--- config.mk ---
export PLATFORM = sky130hd
export DESIGN_NAME = cpu_record_emitter
export DESIGN_NICKNAME = d
export VERILOG_FILES = /design/src/rtl/cpu_trace_defs.sv /design/src/rtl/hex_ascii.sv /design/src/rtl/cpu_record_emitter.sv
export SDC_FILE = /design/constraint.sdc
export NUM_CORES = 1
export LEC_CHECK = 0
export CAP_MARGIN = 10
export CORE_UTILIZATION = 44
export CTS_BUF_LIST = sky130_fd_sc_hd__clkbuf_16
export DETAILED_ROUTE_END_ITERATION = 10
export GPL_TIMING_DRIVEN = 0
export PLACE_DENSITY = 0.62
export SLEW_MARGIN = 20
export SYNTH_ARGS = -nofsm -noshare
export SYNTH_HDL_FRONTEND = slang
export SYNTH_SLANG_ARGS = --single-unit
--- constraint.sdc ---
create_clock -name clk -period 10.9 [get_ports clk]
set_input_delay 1.635 -clock clk [delete_from_list [all_inputs] [get_ports clk]]
set_output_delay 1.635 -clock clk [all_outputs]
set_load 0.03 [all_outputs]
--- src/rtl/cpu_trace_defs.sv ---
// ============================================================================
// cpu_trace_defs : record type codes, ASCII constants and emitter FSM states
// Rev 1.0
// ============================================================================
`default_nettype none

package cpu_trace_defs;

  typedef enum logic [1:0] {
    REC_ERROR    = 2'b00,
    REC_REGISTER = 2'b01,
    REC_STORAGE  = 2'b10
  } rec_type_e;

  localparam logic [7:0] c_ASCII_CARET  = 8'h5E;
  localparam logic [7:0] c_ASCII_AT     = 8'h40;
  localparam logic [7:0] c_ASCII_COLON  = 8'h3A;
  localparam logic [7:0] c_ASCII_DOLLAR = 8'h24;
  localparam logic [7:0] c_ASCII_STAR   = 8'h2A;
  localparam logic [7:0] c_ASCII_LT     = 8'h3C;
  localparam logic [7:0] c_ASCII_EQ     = 8'h3D;
  localparam logic [7:0] c_ASCII_HASH   = 8'h23;
  localparam logic [7:0] c_ASCII_SPACE  = 8'h20;

  typedef enum logic [3:0] {
    ST_IDLE  = 4'd0,
    ST_CARET = 4'd1,
    ST_TIME  = 4'd2,
    ST_AT    = 4'd3,
    ST_PC    = 4'd4,
    ST_COLON = 4'd5,
    ST_SP1   = 4'd6,
    ST_SIGIL = 4'd7,
    ST_ID    = 4'd8,
    ST_SP2   = 4'd9,
    ST_LT    = 4'd10,
    ST_EQ    = 4'd11,
    ST_SP3   = 4'd12,
    ST_DATA  = 4'd13,
    ST_HASH  = 4'd14
  } state_e;

endpackage

`default_nettype wire

--- src/rtl/hex_ascii.sv ---
// ============================================================================
// hex_ascii : 4-bit nibble to lowercase ASCII hex digit ('0'-'9', 'a'-'f')
// Rev 1.0
// ============================================================================
`default_nettype none

module hex_ascii (
  input  logic [3:0] nibble_i,
  output logic [7:0] ascii_o
);

  // 'a' is 8'h61, so letters are offset from 8'h57
  assign ascii_o = (nibble_i < 4'd10) ? (8'h30 + {4'h0, nibble_i})
                                      : (8'h57 + {4'h0, nibble_i});

endmodule

`default_nettype wire

--- src/rtl/cpu_record_emitter.sv ---
// ============================================================================
// cpu_record_emitter : serialises register/memory write-back records to ASCII
// Rev 1.0
// ============================================================================
`default_nettype none

module cpu_record_emitter
  import cpu_trace_defs::*;
(
  input  logic        clk,
  input  logic        reset,
  input  logic        req_valid,
  output logic        req_ready,
  input  logic [1:0]  req_type,
  input  logic [13:0] req_time,
  input  logic [31:0] req_pc,
  input  logic [4:0]  req_grf,
  input  logic [31:0] req_addr,
  input  logic [31:0] req_data,
  output logic [7:0]  char_o,
  output logic        char_valid,
  output logic        char_last
);

  state_e      state_q, state_d;
  logic [2:0]  cnt_q, cnt_d;
  logic        is_mem_q;
  logic [13:0] time_q;
  logic [31:0] pc_q, addr_q, data_q;
  logic [4:0]  grf_q;
  logic [7:0]  char_q, char_d;
  logic        valid_q, valid_d, last_q, last_d;

  logic        w_start;
  logic [13:0] w_time_clamp;
  logic [3:0]  w_dec [4];
  logic [2:0]  w_tlast, w_glast, w_idlast;
  logic [4:0]  w_sh;
  logic [3:0]  w_nib;
  logic [7:0]  w_hex;

  assign req_ready    = (state_q == ST_IDLE) || (state_q == ST_HASH);
  assign w_start      = req_valid && req_ready &&
                        ((req_type == REC_REGISTER) || (req_type == REC_STORAGE));
  assign w_time_clamp = (req_time > 14'd9999) ? 14'd9999 : req_time;

  always_comb begin
    w_dec[3] = 4'(time_q / 14'd1000);
    w_dec[2] = 4'((time_q / 14'd100) % 14'd10);
    w_dec[1] = 4'((time_q / 14'd10) % 14'd10);
    w_dec[0] = 4'(time_q % 14'd10);
  end

  // Last digit index of each variable-length field (count of digits minus one)
  assign w_tlast  = (time_q >= 14'd1000) ? 3'd3 :
                    (time_q >= 14'd100)  ? 3'd2 :
                    (time_q >= 14'd10)   ? 3'd1 : 3'd0;
  assign w_glast  = (grf_q >= 5'd10) ? 3'd1 : 3'd0;
  assign w_idlast = is_mem_q ? 3'd7 : w_glast;

  always_comb begin
    state_d = state_q;
    cnt_d   = 3'd0;
    case (state_q)
      ST_IDLE:  if (w_start) state_d = ST_CARET;
      ST_CARET: state_d = ST_TIME;
      ST_TIME: begin
        if (cnt_q == w_tlast) state_d = ST_AT;
        else cnt_d = cnt_q + 3'd1;
      end
      ST_AT:    state_d = ST_PC;
      ST_PC: begin
        if (cnt_q == 3'd7) state_d = ST_COLON;
        else cnt_d = cnt_q + 3'd1;
      end
      ST_COLON: state_d = ST_SP1;
      ST_SP1:   state_d = ST_SIGIL;
      ST_SIGIL: state_d = ST_ID;
      ST_ID: begin
        if (cnt_q == w_idlast) state_d = ST_SP2;
        else cnt_d = cnt_q + 3'd1;
      end
      ST_SP2:   state_d = ST_LT;
      ST_LT:    state_d = ST_EQ;
      ST_EQ:    state_d = ST_SP3;
      ST_SP3:   state_d = ST_DATA;
      ST_DATA: begin
        if (cnt_q == 3'd7) state_d = ST_HASH;
        else cnt_d = cnt_q + 3'd1;
      end
      ST_HASH:  state_d = w_start ? ST_CARET : ST_IDLE;
      default:  state_d = ST_IDLE;
    endcase
  end

  // Character is chosen from the next state so the output register holds it
  assign w_sh = {3'd7 - cnt_d, 2'b00};

  always_comb begin
    w_nib = 4'h0;
    case (state_d)
      ST_TIME: w_nib = w_dec[2'(w_tlast - cnt_d)];
      ST_PC:   w_nib = pc_q[w_sh +: 4];
      ST_ID: begin
        if (is_mem_q)                              w_nib = addr_q[w_sh +: 4];
        else if ((w_glast == 3'd1) && (cnt_d == 3'd0)) w_nib = 4'(grf_q / 5'd10);
        else                                       w_nib = 4'(grf_q % 5'd10);
      end
      ST_DATA: w_nib = data_q[w_sh +: 4];
      default: w_nib = 4'h0;
    endcase
  end

  hex_ascii u_hex (
    .nibble_i (w_nib),
    .ascii_o  (w_hex)
  );

  always_comb begin
    char_d  = 8'h00;
    valid_d = (state_d != ST_IDLE);
    last_d  = (state_d == ST_HASH);
    case (state_d)
      ST_CARET: char_d = c_ASCII_CARET;
      ST_TIME,
      ST_PC,
      ST_ID,
      ST_DATA:  char_d = w_hex;
      ST_AT:    char_d = c_ASCII_AT;
      ST_COLON: char_d = c_ASCII_COLON;
      ST_SP1,
      ST_SP2,
      ST_SP3:   char_d = c_ASCII_SPACE;
      ST_SIGIL: char_d = is_mem_q ? c_ASCII_STAR : c_ASCII_DOLLAR;
      ST_LT:    char_d = c_ASCII_LT;
      ST_EQ:    char_d = c_ASCII_EQ;
      ST_HASH:  char_d = c_ASCII_HASH;
      default:  char_d = 8'h00;
    endcase
  end

  always_ff @(posedge clk) begin
    if (reset) begin
      state_q  <= ST_IDLE;
      cnt_q    <= 3'd0;
      char_q   <= 8'h00;
      valid_q  <= 1'b0;
      last_q   <= 1'b0;
      is_mem_q <= 1'b0;
      time_q   <= 14'd0;
      pc_q     <= 32'h0;
      grf_q    <= 5'd0;
      addr_q   <= 32'h0;
      data_q   <= 32'h0;
    end else begin
      state_q <= state_d;
      cnt_q   <= cnt_d;
      char_q  <= char_d;
      valid_q <= valid_d;
      last_q  <= last_d;
      if (w_start) begin
        is_mem_q <= (req_type == REC_STORAGE);
        time_q   <= w_time_clamp;
        pc_q     <= req_pc;
        grf_q    <= req_grf;
        addr_q   <= req_addr;
        data_q   <= req_data;
      end
    end
  end

  assign char_o     = char_q;
  assign char_valid = valid_q;
  assign char_last  = last_q;

endmodule

`default_nettype wire
### Yosys cells after proc, flatten, opt, wreduce, memory -nomap -nowiden

Cells that the tools add are included.

* add/sub/neg operators: 5
* divide/modulo/power cells: 8
* magnitude comparators: 7
* equal/unequal tests: 34
* shifts and indexed selects: 3
* mux-type cells: 26
* bitwise operators: 1
* reduce and logical (&&, ||, !) cells: 11

Operator list (count)
* indexed part select 32 x 6 -> 4 bit: 3
* case mux 8 bit (9 select lines): 1
* case mux 4 bit (15 select lines): 1
* == test 4 bit (second input constant): 14
* remainder unit 14 x 4 -> 14 bit (second input constant): 3
* two-way mux 4 bit: 10
* == test 4 x 3 -> 1 bit (second input constant): 8
* == test 4 x 2 -> 1 bit (second input constant): 4
* case mux 4 bit (4 select lines): 1
* divider 14 x 10 -> 14 bit (second input constant): 1
* divider 14 x 4 -> 14 bit (second input constant): 1
* divider 14 x 7 -> 14 bit (second input constant): 1
* >= comparator 14 x 10 -> 1 bit (second input constant): 1
* >= comparator 14 x 4 -> 1 bit (second input constant): 1
* >= comparator 14 x 7 -> 1 bit (second input constant): 1
* greater-than comparator 14 bit (second input constant): 1
* two-way mux 14 bit: 1
* two-way mux 3 bit: 4
* case mux 3 bit (3 select lines): 1
* adder 7 x 4 -> 8 bit (first input constant): 1
* binary-select mux 4 bit (select 2 bit): 1
* == test 4 x 1 -> 1 bit (second input constant): 2
* two-way mux 8 bit: 1
* adder 6 x 4 -> 7 bit (first input constant): 1
* 25 further kinds: 31

* bits in registers: 133
* output and inout port bits: 11
* word-level logic and storage cells: 106

### Logic depth before layout (Yosys ltp)

* depth in word-level cells: 16
* gate-level depth with buffers: 32
* depth with buffers taken out: 28

### Hierarchy

From an unflattened synthesis, not the netlist that was laid out.

* cells, all modules: 1512
* area total of the unflattened synthesis: 11324.6 um^2

By module, submodules not included
* cpu_record_emitter: instances 1, cells an instance 1495, area an instance 11202.0 um^2, seq. area each 2662.6 um^2
* hex_ascii: instances 1, cells an instance 17, area an instance 122.6 um^2, seq. area each 0.0 um^2

### Worst setup path before layout

Ideal clock, no wire load.

* kind: register to register
* from: register time_q[12]
* to: register char_q[2], in the netlist char_o[2]
* setup time: 0.125 ns
* arrival time: 6.178 ns
* required time: 10.775 ns
* setup slack: 4.597 ns
* cell stages (with the launch flop): 29
* period minus slack after synthesis: 6.303 ns
* cells stage by stage: dfxtp_1 -> buf_6 -> and3b_1 -> or3_1 -> a22o_1 -> a211oi_2 -> o211ai_2 -> and2_1 -> buf_6 -> a311oi_2 -> o32ai_2 -> a21oi_2 -> clkbuf_1 -> clkbuf_1 -> a21oi_1 -> a31oi_1 -> o21ai_0 -> ha_1 -> a2111oi_0 -> a211oi_1 -> a32o_1 -> nand2_1 -> inv_1 -> and2_1 -> o41ai_2 -> inv_1 -> ha_1 -> and4_1 -> o41a_1

* longest elaborated chain between the ends: 16
* elaborated cells between the ends (all ways): 52
* those cells by class: add/sub (4); div (6); order compare (4); eq/ne (15); shift (3); mux (15); bitwise (1); reduce/logical (4)

Ends and longest elaborated chain
* from (decl): RTL line cpu_record_emitter.sv:28 `logic [13:0] time_q;`
* from (signal assigned): RTL line cpu_record_emitter.sv:163 `time_q <= w_time_clamp;`
* parallel branches: the longest is 15 deep, another holds divider 14 x 7 -> 14 bit
* case mux 8 bit (9 select lines) *: RTL line cpu_record_emitter.sv:123 `case (state_d)`
* to (signal assigned): RTL line cpu_record_emitter.sv:158 `char_q <= char_d;`
* to (decl): RTL line cpu_record_emitter.sv:31 `logic [7:0] char_q, char_d;`

Mark *: on every way between the ends. The select of a mux whose other input is x is not followed.
A chain may end at the register's enable or synchronous reset.

### Worst setup path in the final report

* from: register time_q[13]
* to: register char_q[2], in the netlist char_o[2]

Same word-level chain as after synthesis.

==> metrics.yaml <==
min_path:
  holdPathEnd: "pc_q[27]"
  whs_path_depth: 2
  min_from: "pc_q[27]"
  holdCritPathClass: "reg -> reg"
die:
  dieWidth_microns: 160
  die_h_microns: 160
  ios: 131
  start_util: 0.449
  die_area_sq_um: 25500
  fp.coreArea_sq_um: 24400
  core.rowCount: 57
worst_setup_path:
  start_kind: "flop"
  r2r-end: "char_o[2]"
  crit_arrival_ns: 8.22
  end_kind: "flop"
  criticalPathCategory: "reg -> reg"
  r2r-start: "time_q[13]"
  reg2reg_depth: 24
  r2r_slack_ns: 2.98
  path_max_fanout: 10
  worstPathRequired_ns: 11.20
power:
  switching_share: 0.427
  pwr-share-seq: 0.232
  p_per_area_nw_per_um2: 177
  ir_drop_mv: 0.0915
  power.switching_mw: 1.00
  p_int_mw: 1.35
  p_clk_frac: 0.250
  p_leak_nw: 4.69
  pwr-share-comb: 0.518
synthesis:
  yosysTopAreaCell: "dfxtp_1"
  synth-seq-cells: 132
  synth_top_family_by_area: "compound AO/OA/AOI/OAI gates"
  synth_xor_area_frac: 0.0320
  yosysUniqueCellTypes: 107
  synth_edf_count: 0
  synth_area_sq_um: 11000
  ys_top_cells_by_area: "dfxtp_1 24%, nand2_1 10%, a21oi_1 7.9%, mux4_2 4.9%, nor2_1 3.9%"
  postSynth.asyncResetShare: 0
  synth-simple-area-share: 0.241
  yosysWarnings: 0
  muxShareOfSynthArea: 0.0860
  avgSynthCellArea_sq_um: 7.30
  synthFlopType: "dfxtp_1"
  syn-num-nets: 1635
  synthAdderAreaFrac: 0.0208
  syn_inst: 1500
  synth_compound_area_frac: 0.319
  ys_seq_area_frac: 0.241
  synth_top_area_frac: 0.241
timing:
  relSlewSlack: 0.280
  fmax_ghz: 0.126
  fin_setup_tns_ns: 0
  finalHoldViolCount: 0
  fin_worst_skew_ns: 0.00881
  rsz0062_at_grt: "no"
  setup_viol: 0
  worst_pin_slew_ns: 1.07
  post-route-min-period_ns: 7.92
  setup_slack_ns: 2.98
  period_share: 0.727
  drv_slew: 0
routing:
  drt_iter0_markers: 1059
  antenna_left: 0
  vias: 12029
  drt-pass1-iter-count: 5
  wl_per_cell_microns: 18.9
  routed_wl_mm: 37.5
  drc: 0
  viasPerCell: 6.06
clock_network:
  clk_pin_slew_ns: 0.07
  h-tree-depth: 4
  clock_path_buffers: 2
  cts_sinks: 132
  ctsHoldBuffers: 0
  cts_made_buffers: 17
  clkLatencyLatePin_ns: 0.42
  cts_setup_buffers: 0
  cts_root_buf: "clkbuf_16"
  post_cts_resized: 0
  cts_tree: "built"
placement:
  place_ws_ns: 3.24
  port_buffers: 128
  globalplace.congestion: 0.960
  dp.final_hpwl_mm: 28.5
global_route:
  grt_first_pass_wirelength_mm: 60.0
  antenna_found_initial: 0
  grt_overflow: 0
  grt_max_degree: 17
  grt_pass1_vias: 11293
  track_usage: 0.291
cells_and_area:
  nets: 1783
  multiInputGateArea_sq_um: 7670
  insertedDiodeCount: 0
  utilization: 0.543
  syn2layout_area_growth_pct: 21.0
  regArea_sq_um: 2640
  drive_gt1_frac: 0.0885
  fillers: 2424
flow_run:
  drv_cap: 0
run_status:
  status: "completed"
-- sequential cells by signal, indices dropped and copies added (netlist names), 3 cells and up --
register / count
pc_q: 32
data_q: 32
time_q: 14
state_q: 4
cnt_q: 3
grf_q: 5
char_o: 7
addr_q: 32
-- routing by layer --
metal	global-route usage	wire [microns]	share of wire	vias up
met5	0	0	0	-
met4	0.0935	856	0.023	0
met3	0.0252	2270	0.061	67
met2	0.509	18200	0.48	537
met1	0.378	16200	0.43	5629
li1	-	-	-	5796
-- placed cells by master (no fill, tap or decap), types with 7 or more instances in the layout --
master           count
o32ai_1              7
nor3_1              31
or3_1                9
mux2_2              12
inv_1               29
o221a_2             10
o21ai_0             70
nand3_1             29
a22oi_1             14
o21ai_1              9
nand2b_1            19
buf_4                9
clkbuf_1            87
a31oi_1             17
and2_1              12
nor2_1             115
o31ai_1             12
xnor2_1             33
o211ai_1            15
mux4_2              24
xor2_1               7
mux2i_1             23
a211o_1             14
nand3b_1             9
nand2_1            300
clkdlybuf4s50_1    128
clkbuf_16           17
nor2b_1             13
a21o_1              12
a21oi_1            173
a211oi_1            16
o22ai_1             10
buf_2               17
dfxtp_1            132
a2111oi_0            7
o21a_1              10
ha_1                15
-- per-stage QoR --
step / instances / hold WS [ns] / area [sq um] / total power, mW
finish: 1985 / 0.453 / 13300 / 2.35
global route: 1985 / 0.469 / 13300 / 2.50
CTS: 1985 / 0.454 / 13300 / 2.34
detailed placement: 1953 / 0.445 / 12700 / 1.75
global placement: 1952 / 0.440 / 12600 / 1.73
floorplan: 1500 / 0.433 / 11000 / 1.45
-- cells in the mapped netlist (9+ instances only) --
| master | number |
|---|---|
| nand3b_1 | 9 |
| a21oi_1 | 173 |
| mux2_2 | 12 |
| or3_1 | 9 |
| a31oi_1 | 17 |
| o211ai_1 | 15 |
| o22ai_1 | 10 |
| nand2b_1 | 19 |
| a211oi_1 | 16 |
| a21o_1 | 12 |
| and2_1 | 12 |
| o221a_2 | 10 |
| clkbuf_1 | 87 |
| o21ai_0 | 70 |
| nor2b_1 | 13 |
| a211o_1 | 14 |
| ha_1 | 15 |
| o21ai_1 | 9 |
| buf_2 | 17 |
| a22oi_1 | 14 |
| nor2_1 | 115 |
| dfxtp_1 | 132 |
| xnor2_1 | 33 |
| o21a_1 | 10 |
| mux4_2 | 24 |
| nand3_1 | 29 |
| inv_1 | 29 |
| mux2i_1 | 23 |
| nand2_1 | 300 |
| o31ai_1 | 12 |
| nor3_1 | 32 |
-- power groups by stage --
stage | combinational (mW) | sequential, mW | clock [mW]
final | 1.22 | 0.545 | 0.588
after global routing | 1.34 | 0.549 | 0.614
after CTS | 1.20 | 0.544 | 0.593
after detailed placement | 1.19 | 0.555 | 0
after global placement | 1.17 | 0.554 | 0
after floorplan | 0.895 | 0.558 | 0
-- worst max-delay path by stage --
stage,startpoint,endpoint,slack [ns],depth (start not counted)
after global routing,time_q[5],char_o[2],2.59,25
after CTS,time_q[13],char_o[2],3.23,25
after detailed placement,time_q[5],char_o[2],3.24,25
final,time_q[13],char_o[2],2.98,24
after global placement,req_type[0],char_o[2],2.58,18
after floorplan,time_q[12],char_o[2],4.60,28
-- area by class of cell --
cell class,count,area share
clock buffers,17,0.0321
plain buffers,118,0.0390
flip-flops and latches,132,0.199
multi-input cells,1214,0.578
inverters,36,0.0104
clock inverters,15,0.0128
repair buffers,129,0.0972
well taps,324,0.0306
-- logic make-up after synthesis --
group	count (synthesis)
buffers and inverters	154
flip-flops	132
multiplexers	61
adder cells (fa/ha/maj)	19
other	1
AND/OR/NAND/NOR	588
AO/OA/AOI/OAI	505
XOR/XNOR	40
-- worst max-delay path, stage by stage, from the launching register on --
cell      delay, ns
dfxtp_1        0.47
buf_4          0.22
nor2b_1        0.54
nand2_1        0.11
o22ai_1        0.34
or2_1          0.16
clkbuf_1       0.28
o211ai_2       0.13
and2_1         0.17
buf_6          0.13
a21o_1         0.22
a31oi_1        0.71
o21ai_0        0.42
o32a_1         0.32
o31ai_2        0.52
mux2i_1        0.27
o32ai_1        0.16
o31ai_1        0.82
o31a_1         0.23
nand3_1        0.09
o41ai_2        0.51
inv_1          0.15
ha_1           0.26
and4_1         0.16
o41a_1         0.38
Note: power is estimated with default switching activity, not from simulation.
